--- config.mk ---
export PLATFORM = sky130hd
export DESIGN_NAME = inst_decoder_flat
export DESIGN_NICKNAME = d
export VERILOG_FILES = /design/src/rtl/decoder_pkg.sv /design/src/rtl/inst_decoder_if.sv /design/src/rtl/inst_decoder_decode_logic.sv /design/src/rtl/inst_decoder.sv /design/src/flat_wrapper.sv
export SDC_FILE = /design/constraint.sdc
export NUM_CORES = 1
export LEC_CHECK = 0
export CORE_MARGIN = 2
export CORE_UTILIZATION = 35
export CTS_CLUSTER_DIAMETER = 120
export DETAILED_ROUTE_END_ITERATION = 10
export PLACE_DENSITY_LB_ADDON = 0.05
export SYNTH_ARGS = -nofsm -noshare
export SYNTH_HDL_FRONTEND = slang
export SYNTH_SLANG_ARGS = --single-unit
export TNS_END_PERCENT = 20
--- constraint.sdc ---
create_clock -name clk -period 0.8 [get_ports clk]
set_input_delay 0.16 -clock clk [delete_from_list [all_inputs] [get_ports clk]]
set_output_delay 0.16 -clock clk [all_outputs]
set_load 0.05 [all_outputs]
--- src/rtl/decoder_pkg.sv ---
// Shared decode constants: opcode map, instruction field positions, control strobes.
package decoder_pkg;

    localparam logic [3:0] OP_NOP   = 4'h0;
    localparam logic [3:0] OP_ADD   = 4'h1;
    localparam logic [3:0] OP_SUB   = 4'h2;
    localparam logic [3:0] OP_AND   = 4'h3;
    localparam logic [3:0] OP_MOV   = 4'h4;
    localparam logic [3:0] OP_MOVR  = 4'h5;
    localparam logic [3:0] OP_OR    = 4'h6;
    localparam logic [3:0] OP_XOR   = 4'h7;
    localparam logic [3:0] OP_NOT   = 4'h8;
    localparam logic [3:0] OP_STORE = 4'h9;
    localparam logic [3:0] OP_LOAD  = 4'hA;
    localparam logic [3:0] OP_JUMP  = 4'hB;

    localparam int OPC_MSB = 15;
    localparam int OPC_LSB = 12;
    localparam int FA_MSB  = 11;
    localparam int FA_LSB  = 6;
    localparam int FB_MSB  = 5;
    localparam int FB_LSB  = 0;

    typedef struct packed {
        logic write;
        logic jump;
        logic mov;
        logic movReg;
        logic store;
        logic load;
        logic illegal;
    } ctrl_t;

    localparam ctrl_t CTRL_NONE = '0;

endpackage

--- src/rtl/inst_decoder_if.sv ---
// Decoder bus: instruction in, registered opcode/address/strobes out.
interface inst_decoder_if;

    logic [15:0] inst;
    logic [3:0]  op;
    logic [11:0] RegAddr;
    logic        write;
    logic        jump;
    logic        mov;
    logic        movReg;
    logic        store;
    logic        load;
    logic        illegal;

    // Instruction source / consumer of the decode.
    modport master (
        output inst,
        input  op, RegAddr, write, jump, mov, movReg, store, load, illegal
    );

    // The decoder itself.
    modport slave (
        input  inst,
        output op, RegAddr, write, jump, mov, movReg, store, load, illegal
    );

endinterface

--- src/rtl/inst_decoder_decode_logic.sv ---
// Combinational opcode decode into ALU op and control strobes.
module decode_logic
    import decoder_pkg::*;
(
    input  logic [3:0] opc,
    output logic [3:0] op,
    output ctrl_t      ctrl
);

    // Opcode table; reserved opcodes flag illegal and forward a NOP op.
    always_comb begin
        op   = opc;
        ctrl = CTRL_NONE;
        unique case (opc)
            OP_NOP:   ;
            OP_ADD,
            OP_SUB,
            OP_AND,
            OP_OR,
            OP_XOR,
            OP_NOT:   ctrl.write = 1'b1;
            OP_MOV: begin
                ctrl.mov   = 1'b1;
                ctrl.write = 1'b1;
            end
            OP_MOVR: begin
                ctrl.movReg = 1'b1;
                ctrl.write  = 1'b1;
            end
            OP_STORE: ctrl.store = 1'b1;
            OP_LOAD: begin
                ctrl.load  = 1'b1;
                ctrl.write = 1'b1;
            end
            OP_JUMP:  ctrl.jump = 1'b1;
            default: begin
                op           = OP_NOP;
                ctrl.illegal = 1'b1;
            end
        endcase
    end

endmodule

--- src/rtl/inst_decoder.sv ---
// Instruction decoder top: one register stage on the decode, async active-high reset.
module inst_decoder
    import decoder_pkg::*;
(
    input  logic           clk,
    input  logic           rst,
    inst_decoder_if.slave  bus
);

    logic [3:0]  op_d;
    ctrl_t       ctrl_d;
    logic [3:0]  op_q;
    logic [11:0] addr_q;
    ctrl_t       ctrl_q;

    decode_logic u_decode (
        .opc  (bus.inst[OPC_MSB:OPC_LSB]),
        .op   (op_d),
        .ctrl (ctrl_d)
    );

    // Output register bank; address fields pass through for every opcode.
    always_ff @(posedge clk or posedge rst) begin
        if (rst) begin
            op_q   <= '0;
            addr_q <= '0;
            ctrl_q <= CTRL_NONE;
        end else begin
            op_q   <= op_d;
            addr_q <= {bus.inst[FA_MSB:FA_LSB], bus.inst[FB_MSB:FB_LSB]};
            ctrl_q <= ctrl_d;
        end
    end

    assign bus.op      = op_q;
    assign bus.RegAddr = addr_q;
    assign bus.write   = ctrl_q.write;
    assign bus.jump    = ctrl_q.jump;
    assign bus.mov     = ctrl_q.mov;
    assign bus.movReg  = ctrl_q.movReg;
    assign bus.store   = ctrl_q.store;
    assign bus.load    = ctrl_q.load;
    assign bus.illegal = ctrl_q.illegal;

endmodule

--- src/flat_wrapper.sv ---
// flat-port wrapper written by rule: the top's interface ports become plain ports
module inst_decoder_flat import decoder_pkg::*;
  (clk, rst, bus_inst, bus_op, bus_RegAddr, bus_write, bus_jump, bus_mov, bus_movReg, bus_store, bus_load, bus_illegal);
  inst_decoder_if bus_i ();
  input  logic clk;
  input  logic rst;
  input wire logic [$bits(bus_i.inst)-1:0] bus_inst;
  output wire logic [$bits(bus_i.op)-1:0] bus_op;
  output wire logic [$bits(bus_i.RegAddr)-1:0] bus_RegAddr;
  output wire logic [$bits(bus_i.write)-1:0] bus_write;
  output wire logic [$bits(bus_i.jump)-1:0] bus_jump;
  output wire logic [$bits(bus_i.mov)-1:0] bus_mov;
  output wire logic [$bits(bus_i.movReg)-1:0] bus_movReg;
  output wire logic [$bits(bus_i.store)-1:0] bus_store;
  output wire logic [$bits(bus_i.load)-1:0] bus_load;
  output wire logic [$bits(bus_i.illegal)-1:0] bus_illegal;
  assign bus_i.inst = bus_inst;
  assign bus_op = bus_i.op;
  assign bus_RegAddr = bus_i.RegAddr;
  assign bus_write = bus_i.write;
  assign bus_jump = bus_i.jump;
  assign bus_mov = bus_i.mov;
  assign bus_movReg = bus_i.movReg;
  assign bus_store = bus_i.store;
  assign bus_load = bus_i.load;
  assign bus_illegal = bus_i.illegal;
  inst_decoder u_core (.clk(clk), .rst(rst), .bus(bus_i));
endmodule
-- After elaboration in Yosys (flattened, before gate mapping)
Index checks and enable logic that the tools add are counted.
- add/subtract/negate cells: 0
- multiply operators: 0
- div/mod/pow operators: 0
- order comparisons: 0
- equal/unequal tests: 11
- shifts and indexed selects: 0
- mux-type cells: 8
- bitwise operators: 0
- reduce and logical (&&, ||, !) cells: 3
- operators with widths (cell ; count):
    4-bit by 3-bit == test with 1-bit output (second input constant) ; 4
    4-bit == test (second input constant) ; 4
    12-bit OR reduction ; 1
    9-bit OR reduction ; 1
    4-bit by 2-bit == test with 1-bit output (second input constant) ; 2
    1-bit 2-to-1 mux ; 7
    4-bit by 1-bit == test with 1-bit output (second input constant) ; 1
    4-bit zero test ; 1
    4-bit 2-to-1 mux ; 1
- register bits: 23
- bits in latches: 0
- bits in writable memories: 0
- memory bits (read-only): 0
- logic and storage cells: 31
- memories kept: 0

-- Longest topological paths before layout
Gate-level depths: netlist (run 1).
- word-level depth: 3
- depth in mapped cells: 2
- depth with buffers taken out: 2

-- By module
From an unflattened synthesis (run 1), not the netlist that was laid out.
- cells, all modules: 37
- area, all modules: 671.9 um^2
- by module, submodules not included (module ; instances ; cells each ; area each (um^2)):
    inst_decoder ; 1 ; 24 ; 579.3
    decode_logic ; 1 ; 13 ; 92.6

-- Least setup slack after synthesis (run 1)
OpenSTA, ideal clock, no wires.
- path type: reg-to-output
- from: reg u_core.addr_q[0] (netlist: u_core.bus.RegAddr[0])
- to: out bus_RegAddr[0]
- arrival time: 0.586 ns
- required time: 0.640 ns
- path slack: 0.054 ns
- cell stages (with the launch flop): 1
- cells stage by stage: dfrtp_1
- RTL lines (element ; line ; RTL):
    start: declaration ; inst_decoder.sv:13 ; logic [11:0] addr_q;
    start signal: assignment ; inst_decoder.sv:30 ; addr_q <= {bus.inst[FA_MSB:FA_LSB], bus.inst[FB_MSB:FB_LSB]};
    end: declaration ; flat_wrapper.sv:9 ; output wire logic [$bits(bus_i.RegAddr)-1:0] bus_RegAddr;
No word-level cell between the ends.

-- Final worst setup path (run 1)
- from: reg u_core.addr_q[9] (netlist: u_core.bus.RegAddr[9])
- to: out bus_RegAddr[9]
No word-level cell between the ends.

==> results of run 1 <==
final cells by class:
type | instances | share of cell area (%)
well taps | 25 | 2.25
flip-flops and latches | 23 | 41.5
multi-input cells | 13 | 6.67
clock buffers | 4 | 1.89
inverters | 1 | 0.271
repair buffers | 42 | 47.4
cells in the final DEF, fill, tap and decap left out:
master           instances
nor2b_2                  1
nor2_1                   2
and2b_1                  1
and2_1                   1
dlymetal6s2s_1           1
buf_12                  24
and3b_1                  3
and3_1                   1
mux2i_1                  1
inv_1                    1
nor3b_1                  1
clkbuf_1                 1
dlygate4sd2_1            2
buf_4                    1
nor2b_1                  2
dfrtp_1                 23
clkdlybuf4s50_1         14
clkbuf_4                 3
flip-flops by register name (all words and copies together) (netlist names):
signal and flops:
u_core.bus.RegAddr 12, u_core.bus.movReg 1, u_core.bus.illegal 1, u_core.bus.write 1, u_core.bus.mov 1, u_core.bus.op 4, u_core.bus.load 1, u_core.bus.jump 1
u_core.bus.store 1
layer usage:
metal / GRT usage (%) / up-vias / share of wire [%]
li1: - / 207 / -
met1: 13.6 / 211 / 34
met2: 22.9 / 22 / 57
met3: 5.28 / 2 / 7.2
met4: 6.49 / 0 / 1.3
met5: 0 / - / 0
power breakdown:
part | switching, mW | internal (mW) | leakage [nW]
Clock | 0.302 | 0.194 | 0.0150
Sequential | 0.0454 | 1.22 | 0.283
Combinational | 0.277 | 0.307 | 0.359
Total | 0.625 | 1.72 | 0.657
timing repair:
action                                  CTS  global route
resized for setup                         2             1
endpoints found under the setup margin   27            25
pin swaps                                 0             0
final timing paths:
check,endpoint
setup / recovery,bus_RegAddr[9]
hold / removal,u_core.bus.RegAddr[2]
max in group asynchronous,u_core.bus.RegAddr[1]
min in group clk,u_core.bus.op[0]
kinds of logic (layout without fill, tap and decap cells):
family,count (synthesis),in the layout,share of synthesized area [%]
DFF,23,23,85.7
and+or+nand+nor,12,12,12.3
muxes,1,1,1.49
buffers and inverters,1,47,0.558
metrics by stage:
stage	std cells	setup slack (ns)	total power [mW]	hold slack, ns
global route	108	-0.271	2.45	0.166
global placement	104	-0.351	1.87	0.501
finish	108	-0.233	2.34	0.181
floorplan	37	0.0541	1.50	0.162
detailed placement	104	-0.396	1.88	0.494
CTS	108	-0.255	2.38	0.170
==> flow_summary.toml, run 1 <==
[status]
outcome = "complete, but fails checks"
violations = "negative setup slack"

[synthesis]
yosysMostFrequentCell = "dfrtp_1"
synth_area_um2 = 672
synth_common_cells = "dfrtp_1, and3b_1, nor2_1, nor2b_1"
yosysTopAreaCell = "dfrtp_1"
synth_edf_count = 0
synth-seq-cells = 23
synthDominantCellAreaShare_pct = 85.7
synth.distinct_cells = 11
synthTopCellsByArea = "dfrtp_1, and3b_1, nor2b_1, mux2i_1, nor2b_2"
yosys_warnings = 0
synth_nets = 55
synthCells = 37
ys.flop_type = "dfrtp_1"
avgSynthCellArea_um2 = 18.2
yosysSeqAreaShare_pct = 85.7
synthArstFlopShare_pct = 100

[timing]
rsz0062_at_grt = "true"
worst_slack_ns = -0.233
hold_viol = 0
period_needed_ns = 1.03
fmax_mhz = 968
fin_crit_sh_pct = 129
maxSlewHeadroom_pct = 87.9
finalMaxSlewViolations = 0
setup_tns_ns = -5.09
setup_viol_count_final = 23
worst_pin_slew_ns = 0.181

[floorplan]
std_cell_rows = 15
dieWidth_um = 47.8
core-area_um2 = 1760
initial_core_util_pct = 38.1
dieHeight_um = 47.8
dieArea_um2 = 2290
io_pins = 41

[setup_path]
slowest_stage = "dfrtp_1"
critPathArrivalTime_ns = 0.87
path_buf_inv = 1
crit_path_max_fanout = 1
critical-path-top-delay-family = "flip-flops"
cp-startpoint = "u_core.bus.RegAddr[9]"
setup.worst_path.end_class = "output pin"
max_stage_delay_ns = 0.42
path_cells = "buf_12"
worst_setup_path_start_kind = "flip-flop"
required_ns = 0.64
worst-path-stages = 1
path_class = "flip-flop to output pin"

[cells_and_area]
syn2layout_area_growth_pct = 107
post-route-util_pct = 78.7
multi_input_area_um2 = 92.6
drive_gt1_share_pct = 34.9
nets = 102
fin_area_um2 = 1390
antenna_cells = 0
ff_latch_area_um2 = 576
n_fill_cell = 110

[grt]
grt_max_degree = 24
antenna_found_initial = 0
grt_use_total_pct = 13.2
grt-ovfl-total = 0
grt_pass1_vias = 434
grt_pass1_wl_um = 1950

[clocking]
holdBufCountCts = 0
tritoncts = "yes"
numCtsBuffers = 3
path_clk_slew_ns = 0.11
htree_num_levels = 1
cts_buffer_depth = 2
cts_setup_buffers = 0
clock-sinks = 23
cts_root_buf = "clkbuf_4"

[power]
cellPowerDensity_nw_per_um2 = 1690
leakagePower_nw = 0.657
irDropWorstVdd_mv = 1.55

[route]
drtAntennaViolNets = 0
drc = 0
routed_wl_um = 1300
viasPerCell = 4.09
wl_per_cell_um = 12.0
vias = 442
drt_first_iter_violations = 4
first_pass_iters = 3

[placement]
port_buffers = 40
gp_congestion = 0.632
place_area_um2 = 1360
dpl.hpwl_um = 1080

[run]
maxCapViolCount = 0

[min_path]
hp-class = "input pin to asynchronous set/reset pin"
No activity file was read; power rests on OpenSTA's default activity.
==> run 2: changes to the inputs <==
TNS_END_PERCENT = 5   (was 20)
==> results of run 2 <==
Same layout as run 1: the final DEF is identical, and so are final timing and power.
